[config.mk]
export PLATFORM = sky130hd
export DESIGN_NAME = arbitro_somador
export DESIGN_NICKNAME = d
export VERILOG_FILES = /design/src/rtl/arbitro_somador.sv
export SDC_FILE = /design/constraint.sdc
export NUM_CORES = 1
export LEC_CHECK = 0
export ABC_AREA = 1
export CELL_PAD_IN_SITES_DETAIL_PLACEMENT = 0
export CELL_PAD_IN_SITES_GLOBAL_PLACEMENT = 1
export CORE_UTILIZATION = 33
export CTS_CLUSTER_DIAMETER = 30
export DETAILED_ROUTE_END_ITERATION = 10
export PLACE_DENSITY = 0.82
export SLEW_MARGIN = 5
export SYNTH_ARGS = -nofsm -noshare
export SYNTH_HDL_FRONTEND = slang
export SYNTH_SLANG_ARGS = --single-unit
[constraint.sdc]
create_clock -name clk -period 4.4 [get_ports clk]
set_clock_uncertainty 0.2 [all_clocks]
set_input_delay 1.32 -clock clk [delete_from_list [all_inputs] [get_ports clk]]
set_output_delay 1.32 -clock clk [all_outputs]
set_load 0.03 [all_outputs]
[src/rtl/arbitro_somador.sv]
// arbitro_somador: round-robin arbiter in front of one shared mux + adder.
// Each requester offers operands A, B, C and a select S. The block grants one
// requester at a time and returns RES = A + (S ? B : C) mod 2^WIDTH, tagged
// with the id of the requester that owns it, over a valid/ready handshake.
//
// Sequence per transaction: IDLE (grant + operand capture) -> CALC (add) ->
// RESP (hold result until the consumer accepts it).
//
// Optional build macro SOMADOR_CARRY_EN: adds output resp_carry with the
// adder carry-out, registered together with resp_data.

module arbitro_somador #(
  parameter  int NREQ  = 2,
  parameter  int WIDTH = 4,
  localparam int IDW   = $clog2(NREQ)
) (
  input  logic                  clk,
  input  logic                  rst_n,
  input  logic [NREQ-1:0]       req_valid,
  output logic [NREQ-1:0]       req_ready,
  input  logic [NREQ*WIDTH-1:0] req_a,
  input  logic [NREQ*WIDTH-1:0] req_b,
  input  logic [NREQ*WIDTH-1:0] req_c,
  input  logic [NREQ-1:0]       req_s,
  output logic                  resp_valid,
  input  logic                  resp_ready,
  output logic [IDW-1:0]        resp_id,
  output logic [WIDTH-1:0]      resp_data
`ifdef SOMADOR_CARRY_EN
  ,
  output logic                  resp_carry
`endif
);

  typedef enum logic [1:0] {
    IDLE = 2'd0,
    CALC = 2'd1,
    RESP = 2'd2
  } state_t;

  state_t           state;
  state_t           state_next;
  logic [IDW-1:0]   last_grant;
  logic [IDW-1:0]   winner;
  logic             any_valid;
  logic [IDW-1:0]   cap_id;
  logic [WIDTH-1:0] op_a;
  logic [WIDTH-1:0] op_m;
  logic [WIDTH-1:0] sel_a;
  logic [WIDTH-1:0] sel_m;
  logic             take;

  // Round-robin search: first valid requester after the last one served
  always_comb begin
    any_valid = 1'b0;
    winner    = '0;
    for (int k = 1; k <= NREQ; k++) begin
      if (!any_valid && req_valid[(int'(last_grant) + k) % NREQ]) begin
        any_valid = 1'b1;
        winner    = IDW'((int'(last_grant) + k) % NREQ);
      end
    end
  end

  // The shared 2:1 mux picks B or C of the winning requester at grant time
  always_comb begin
    sel_a = req_a[int'(winner)*WIDTH +: WIDTH];
    sel_m = req_s[winner] ? req_b[int'(winner)*WIDTH +: WIDTH]
                          : req_c[int'(winner)*WIDTH +: WIDTH];
  end

  assign take = (state == IDLE) && any_valid;

  // State register
  always_ff @(posedge clk or negedge rst_n) begin
    if (!rst_n) begin
      state <= IDLE;
    end else begin
      state <= state_next;
    end
  end

  // Next-state logic and the one-hot request accept (gated while in reset)
  always_comb begin
    state_next = state;
    req_ready  = '0;
    case (state)
      IDLE: begin
        if (any_valid) begin
          req_ready[winner] = rst_n;
          state_next        = CALC;
        end
      end
      CALC: begin
        state_next = RESP;
      end
      RESP: begin
        if (resp_ready) begin
          state_next = IDLE;
        end
      end
      default: begin
        state_next = IDLE;
      end
    endcase
  end

  // Operand capture at the request handshake edge
  always_ff @(posedge clk or negedge rst_n) begin
    if (!rst_n) begin
      op_a   <= '0;
      op_m   <= '0;
      cap_id <= '0;
    end else if (take) begin
      op_a   <= sel_a;
      op_m   <= sel_m;
      cap_id <= winner;
    end
  end

`ifdef SOMADOR_CARRY_EN
  logic [WIDTH:0] sum_full;
  assign sum_full = {1'b0, op_a} + {1'b0, op_m};

  // Carry-out registered alongside the result, held until handshake
  always_ff @(posedge clk or negedge rst_n) begin
    if (!rst_n) begin
      resp_carry <= 1'b0;
    end else if (state == CALC) begin
      resp_carry <= sum_full[WIDTH];
    end
  end

  logic [WIDTH-1:0] sum_data;
  assign sum_data = sum_full[WIDTH-1:0];
`else
  logic [WIDTH-1:0] sum_data;
  assign sum_data = op_a + op_m;
`endif

  // Result register, response handshake and round-robin pointer update
  always_ff @(posedge clk or negedge rst_n) begin
    if (!rst_n) begin
      resp_valid <= 1'b0;
      resp_id    <= '0;
      resp_data  <= '0;
      last_grant <= IDW'(NREQ - 1);
    end else begin
      if (state == CALC) begin
        resp_data  <= sum_data;
        resp_id    <= cap_id;
        resp_valid <= 1'b1;
      end else if (state == RESP && resp_valid && resp_ready) begin
        resp_valid <= 1'b0;
        last_grant <= resp_id;
      end
    end
  end

endmodule
# Word level (Yosys, flattened, before mapping)
# Index checks and enable logic that the tools add are counted.
[totals]
input_bits = 31
mem_count = 0
latchBits = 0
register_bits = 18
mem_bits_rw = 0
rom_bits = 0
out_inout_bits = 8
[op_classes]
shift = 3
mux = 22
order_cmp = 4
add_sub_neg = 3
bitwise_logic = 4
multipliers = 0
div = 0
n_eq_ne = 4
n_reduce_logical = 10
[op_table]
columns = ["operator", "count"]
rows = [
  ["variable part select 8 x 4 -> 4 bit", 3],
  ["2-to-1 mux 1 bit", 15],
  ["2-to-1 mux 2 bit", 4],
  ["< comparator 2 x 3 -> 1 bit, second input constant", 2],
  ["case mux 2 bit (3 select lines)", 1],
  ["logical AND 1 bit", 5],
  ["adder 4 bit", 1],
  ["2-to-1 mux 4 bit", 1],
  ["!= test 2 bit, second input constant", 2],
  ["AND reduction 2 bit", 2],
  ["adder 1 bit, second input constant", 2],
  ["AND 1 bit, first input constant", 2],
  ["AND 2 bit", 1],
  ["== test 2 x 1 -> 1 bit, second input constant", 1],
  ["== test 2 bit, second input constant", 1],
  ["logical NOT 2 bit", 1],
  ["< comparator 1 x 2 -> 1 bit, second input constant", 1],
  ["nonzero test 2 bit", 1],
  ["demux 1 bit (select 1 bit)", 1],
  [">= comparator 1 bit, second input constant", 1],
  ["logical NOT 1 bit", 1],
  ["inverter 1 bit", 1],
]

# Logic depth before layout (Yosys ltp)
# Gate-level depths: netlist of the first run.
[logic_depth]
depth_word = 16
ltp_mapped = 8
ltp_nobuf = 8

# Least setup slack after synthesis of the first run
# Ideal clock, no wire load.
[synth_path]
path_kind = "input -> output"
startpoint = "input req_valid[0]"
endpoint = "output req_ready[0]"
slack_ns = 0.534
path_buffers = 1
t_required_ns = 2.880
arrival_ns = 2.346
path_stages = 5
cell_sequence = "nand2_1 > nand2_2 > buf_6 > inv_2 > nor3_1"
[synth_between]
elab_chain_cells = 14
word_cells_on_any_way = 20
cone_classes = "order compare (2); mux (14); bitwise (1); reduce/logical (3)"
[synth_lines]
columns = ["element", "line_no", "source"]
rows = [
  ["from (decl)", "19", "input logic [NREQ-1:0] req_valid,"],
  ["2-to-1 mux 1 bit (implied by the code) (3 in a row)", "58", "if (!any_valid && req_valid[(int'(last_grant) + k) % NREQ]) begin"],
  ["2-to-1 mux 1 bit", "58", ""],
  ["logical NOT 1 bit", "58", ""],
  ["logical AND 1 bit", "58", ""],
  ["2-to-1 mux 1 bit", "58", ""],
  ["< comparator 1 x 2 -> 1 bit (implied by the code) or >= comparator 1 bit (tied branches)", "90", "req_ready[winner] = rst_n;"],
  ["logical AND 1 bit (implied by the code)", "90", ""],
  ["2-to-1 mux 1 bit (implied by the code)", "90", ""],
  ["demux 1 bit (select 1 bit)", "90", ""],
  ["AND 2 bit (no source line)", "n/a", ""],
  ["2-to-1 mux 2 bit (*)", "89", "if (any_valid) begin"],
  ["2-to-1 mux 2 bit (*)", "87", "case (state)"],
  ["to (decl)", "20", "output logic [NREQ-1:0] req_ready,"],
]
# Mark *: on every way between the ends. The rest lies on a longest branch, timed or not. The select of a mux whose other input is x is not followed.

# Worst setup path in the final report of the first run
# Same ends and word-level chain as after synthesis.

==> out/summary.txt, run 1 <==
Die Wd - 58.27 microns
TNS Setup - 0 ps
Actual slew at the worst max-slew pin - 311.6 ps
CTS Hold Bufs - 0
Syn Inst Count - 137
Synth async-reset ratio - 100.0%
Setup Buffers After CTS - 0
Setup CP Type - primary input to output port
Predominant post-synthesis flop cell - dfrtp_1
Maximum clock rate - 255.5 MHz
Max Cap Viol - 0
Post-synth EDFFs - 0
Num CTS Buffers - 3
Clock Pin Slew Worst Setup and Hold Paths - 100 ps
GRT Util Overall - 15.88%
Pleak - 0.7504 nW
CTS Buffer Depth - 2
IO buf count - 38
Area of the die - 3395 sq um
Syn nets - 172
Reg2reg path depth - 9
Die H - 58.27 microns
Initial drt markers - 48
Core Area - 3028 sq um
Most frequent cells in the layout - nand2_1 (44), clkdlybuf4s50_1 (36), inv_1 (20)
Share of cells above drive strength 1 - 8.840%
#FFs+latches synth - 18
Total number of vias - 999
Gp weighted congestion - 0.7437
Worst-Skew Late Latency - 280 ps
Resize count post-CTS - 0
Critical path peak fanout - 6
Final setup vio count - 0
P&R area growth vs syn - 45.75%
Root Driver - clkbuf_4
PwrDens - 557.2 nW/um^2
Synthesized area - 1045 sq um
Grt ovf - 0
CP endpoint kind - output port
First-pass GRT wire length - 4091 microns
First-pass iteration count of the detailed router - 7
Largest net degree at the start of global routing - 19
Max-slew headroom - 79.16%
Post-DP HPWL - 2002 microns
Adder-cell share of the synthesized area - 5.509%
Critical Path Max Stage Delay - 490 ps
Most common cell after layout, fill and taps aside - nand2_1
Syn_area_per_cell - 7.626 sq um
Final WL - 2482 microns
Crit path depth - 6
Nets@finish - 217
Cell Rows - 20
Minimum clock period - 3913 ps
Worst hold path class - register to register
Synth cell types - 24
Final Core Density - 50.29%
Complex-gate fraction of the synthesized area - 13.17%
H-tree depth - 1
Delay-heaviest family, CP - buffers and inverters
Largest family of logic cells by synthesized area - simple AND/OR/NAND/NOR gates
CTS tree - done
Mux cell area share after synthesis - 0%
Fin. Hold Viols - 0
Synth Area in XOR/XNOR - 1.677%
DRC viols - 1
Diodes inserted - 0
WL/cell - 11.03 microns
I/O Pins - 39
CTS sink cnt - 18
Post-Synth Simple-Gate Area - 27.19%
Initial Utilization - 34.50%
Max stage delay cell, worst path - clkdlybuf4s50_1
Post-route ant nets - 0
Worst IR Drop VDD - 0.1535 mV
Worst EP arrival - 2390 ps
Number of global-route vias before repair - 1020
Startpoint type of the worst setup path - primary input
Failing checks - DRC
Initial antenna violation count - 0
Required @ worst endpoint - 2880 ps
CP Cell Sequence - clkdlybuf4s50_1 -> nand2_1 -> nand2_2 -> inv_2 -> nor3_1 -> buf_4
Outcome - finished with violations
Drt via density - 4.440
Setup repair after global routing missed its margin - false
Max Slew Vio Count - 0
Post-route clock period utilization - 88.94%
Ys Warns - 0
Crit path buffers/inverters - 3
Register area share after synthesis - 43.23%
Hold Crit Depth - 2
## cell type report
| type | count | area [sq um] |
|---|---|---|
| Sequential cell | 18 | 451.7 |
| Multi-Input combinational cell | 96 | 496.7 |
| Tap cell | 44 | 55.05 |
| Timing Repair Buffer | 41 | 397.9 |
| Clock buffer | 4 | 36.28 |
| Inverter | 22 | 85.08 |
| Fill cell | 322 | 1505 |
## worst paths after layout
check                      slack, ps    startpoint      endpoint
min reg2reg                      290        cap_id        cap_id
max in group asynchronous       2520         rst_n    last_grant
max                              490  req_valid[0]  req_ready[0]
min in group asynchronous       1220         rst_n  resp_data[3]
min                              290        cap_id        cap_id
max reg2reg                     2720    last_grant       op_m[0]
## where the power goes
| group | total [mW] | internal, mW | leakage (nW) | switching (mW) |
|---|---|---|---|---|
| clock network | 0.0996 | 0.0504 | 0.0210 | 0.0492 |
| logic | 0.445 | 0.190 | 0.512 | 0.254 |
| registers | 0.304 | 0.248 | 0.218 | 0.0561 |
| total | 0.848 | 0.489 | 0.750 | 0.359 |
## metrics by stage
| step | instance area, sq um | hold WS (ps) | power [mW] | cells | setup WS (ps) |
|---|---|---|---|---|---|
| after global routing | 1523 | 314.9 | 0.9253 | 225 | 399.9 |
| after CTS | 1523 | 289.7 | 0.8593 | 225 | 471.7 |
| after detailed placement | 1486 | 264.8 | 0.7563 | 221 | 471.7 |
| final | 1523 | 287.1 | 0.8485 | 225 | 486.6 |
| after global placement | 1486 | 255.5 | 0.7359 | 221 | 508.6 |
| after floorplan | 1045 | 242.2 | 0.5943 | 137 | 534.0 |
## layer usage
metal / share of wire [%] / track usage [%]
met4: 0 / 6.122
met2: 52 / 30.71
met1: 43 / 17.06
met3: 5.0 / 2.455
met5: 0 / 0
## worst min-delay path, cell delays in order, from the launching register on
cell,delay (ps)
dfrtp_1,360
nand2_1,60
nand2_1,50
## Yosys cell counts, types with 2 or more instances
cell | n | area, sq um
nand3_1 | 12 | 60.06
nand2_1 | 44 | 165.2
dfrtp_1 | 17 | 425.4
o21ai_0 | 8 | 40.04
nor2_4 | 2 | 22.52
o21ai_1 | 4 | 20.02
a21oi_1 | 5 | 25.02
o21a_1 | 4 | 30.03
ha_1 | 3 | 37.54
nor2_1 | 5 | 18.77
inv_1 | 20 | 75.07
## sequential cells by signal, summed over array words and instances (netlist names)
signal	cells
op_m	4
state	2
resp_data	4
op_a	4
resp_id	1
cap_id	1
last_grant	1
resp_valid	1
## cells by family (layout without fill, tap and decap cells)
| group | Yosys count | after routing |
|---|---|---|
| simple gates | 66 | 66 |
| xor+xnor | 2 | 2 |
| fa+ha+maj | 4 | 4 |
| flops | 18 | 18 |
| compound gates | 24 | 24 |
| buf+inv | 23 | 67 |
No activity file was read; power rests on OpenSTA's default activity.
==> run 2: changes to the inputs <==
Settings changed: ABC_CLOCK_PERIOD_IN_PS set to 4400, CTS_CLUSTER_DIAMETER 30 to not set.
==> results of run 2 <==
Same layout as run 1: the final DEF is identical, and so are final timing and power.
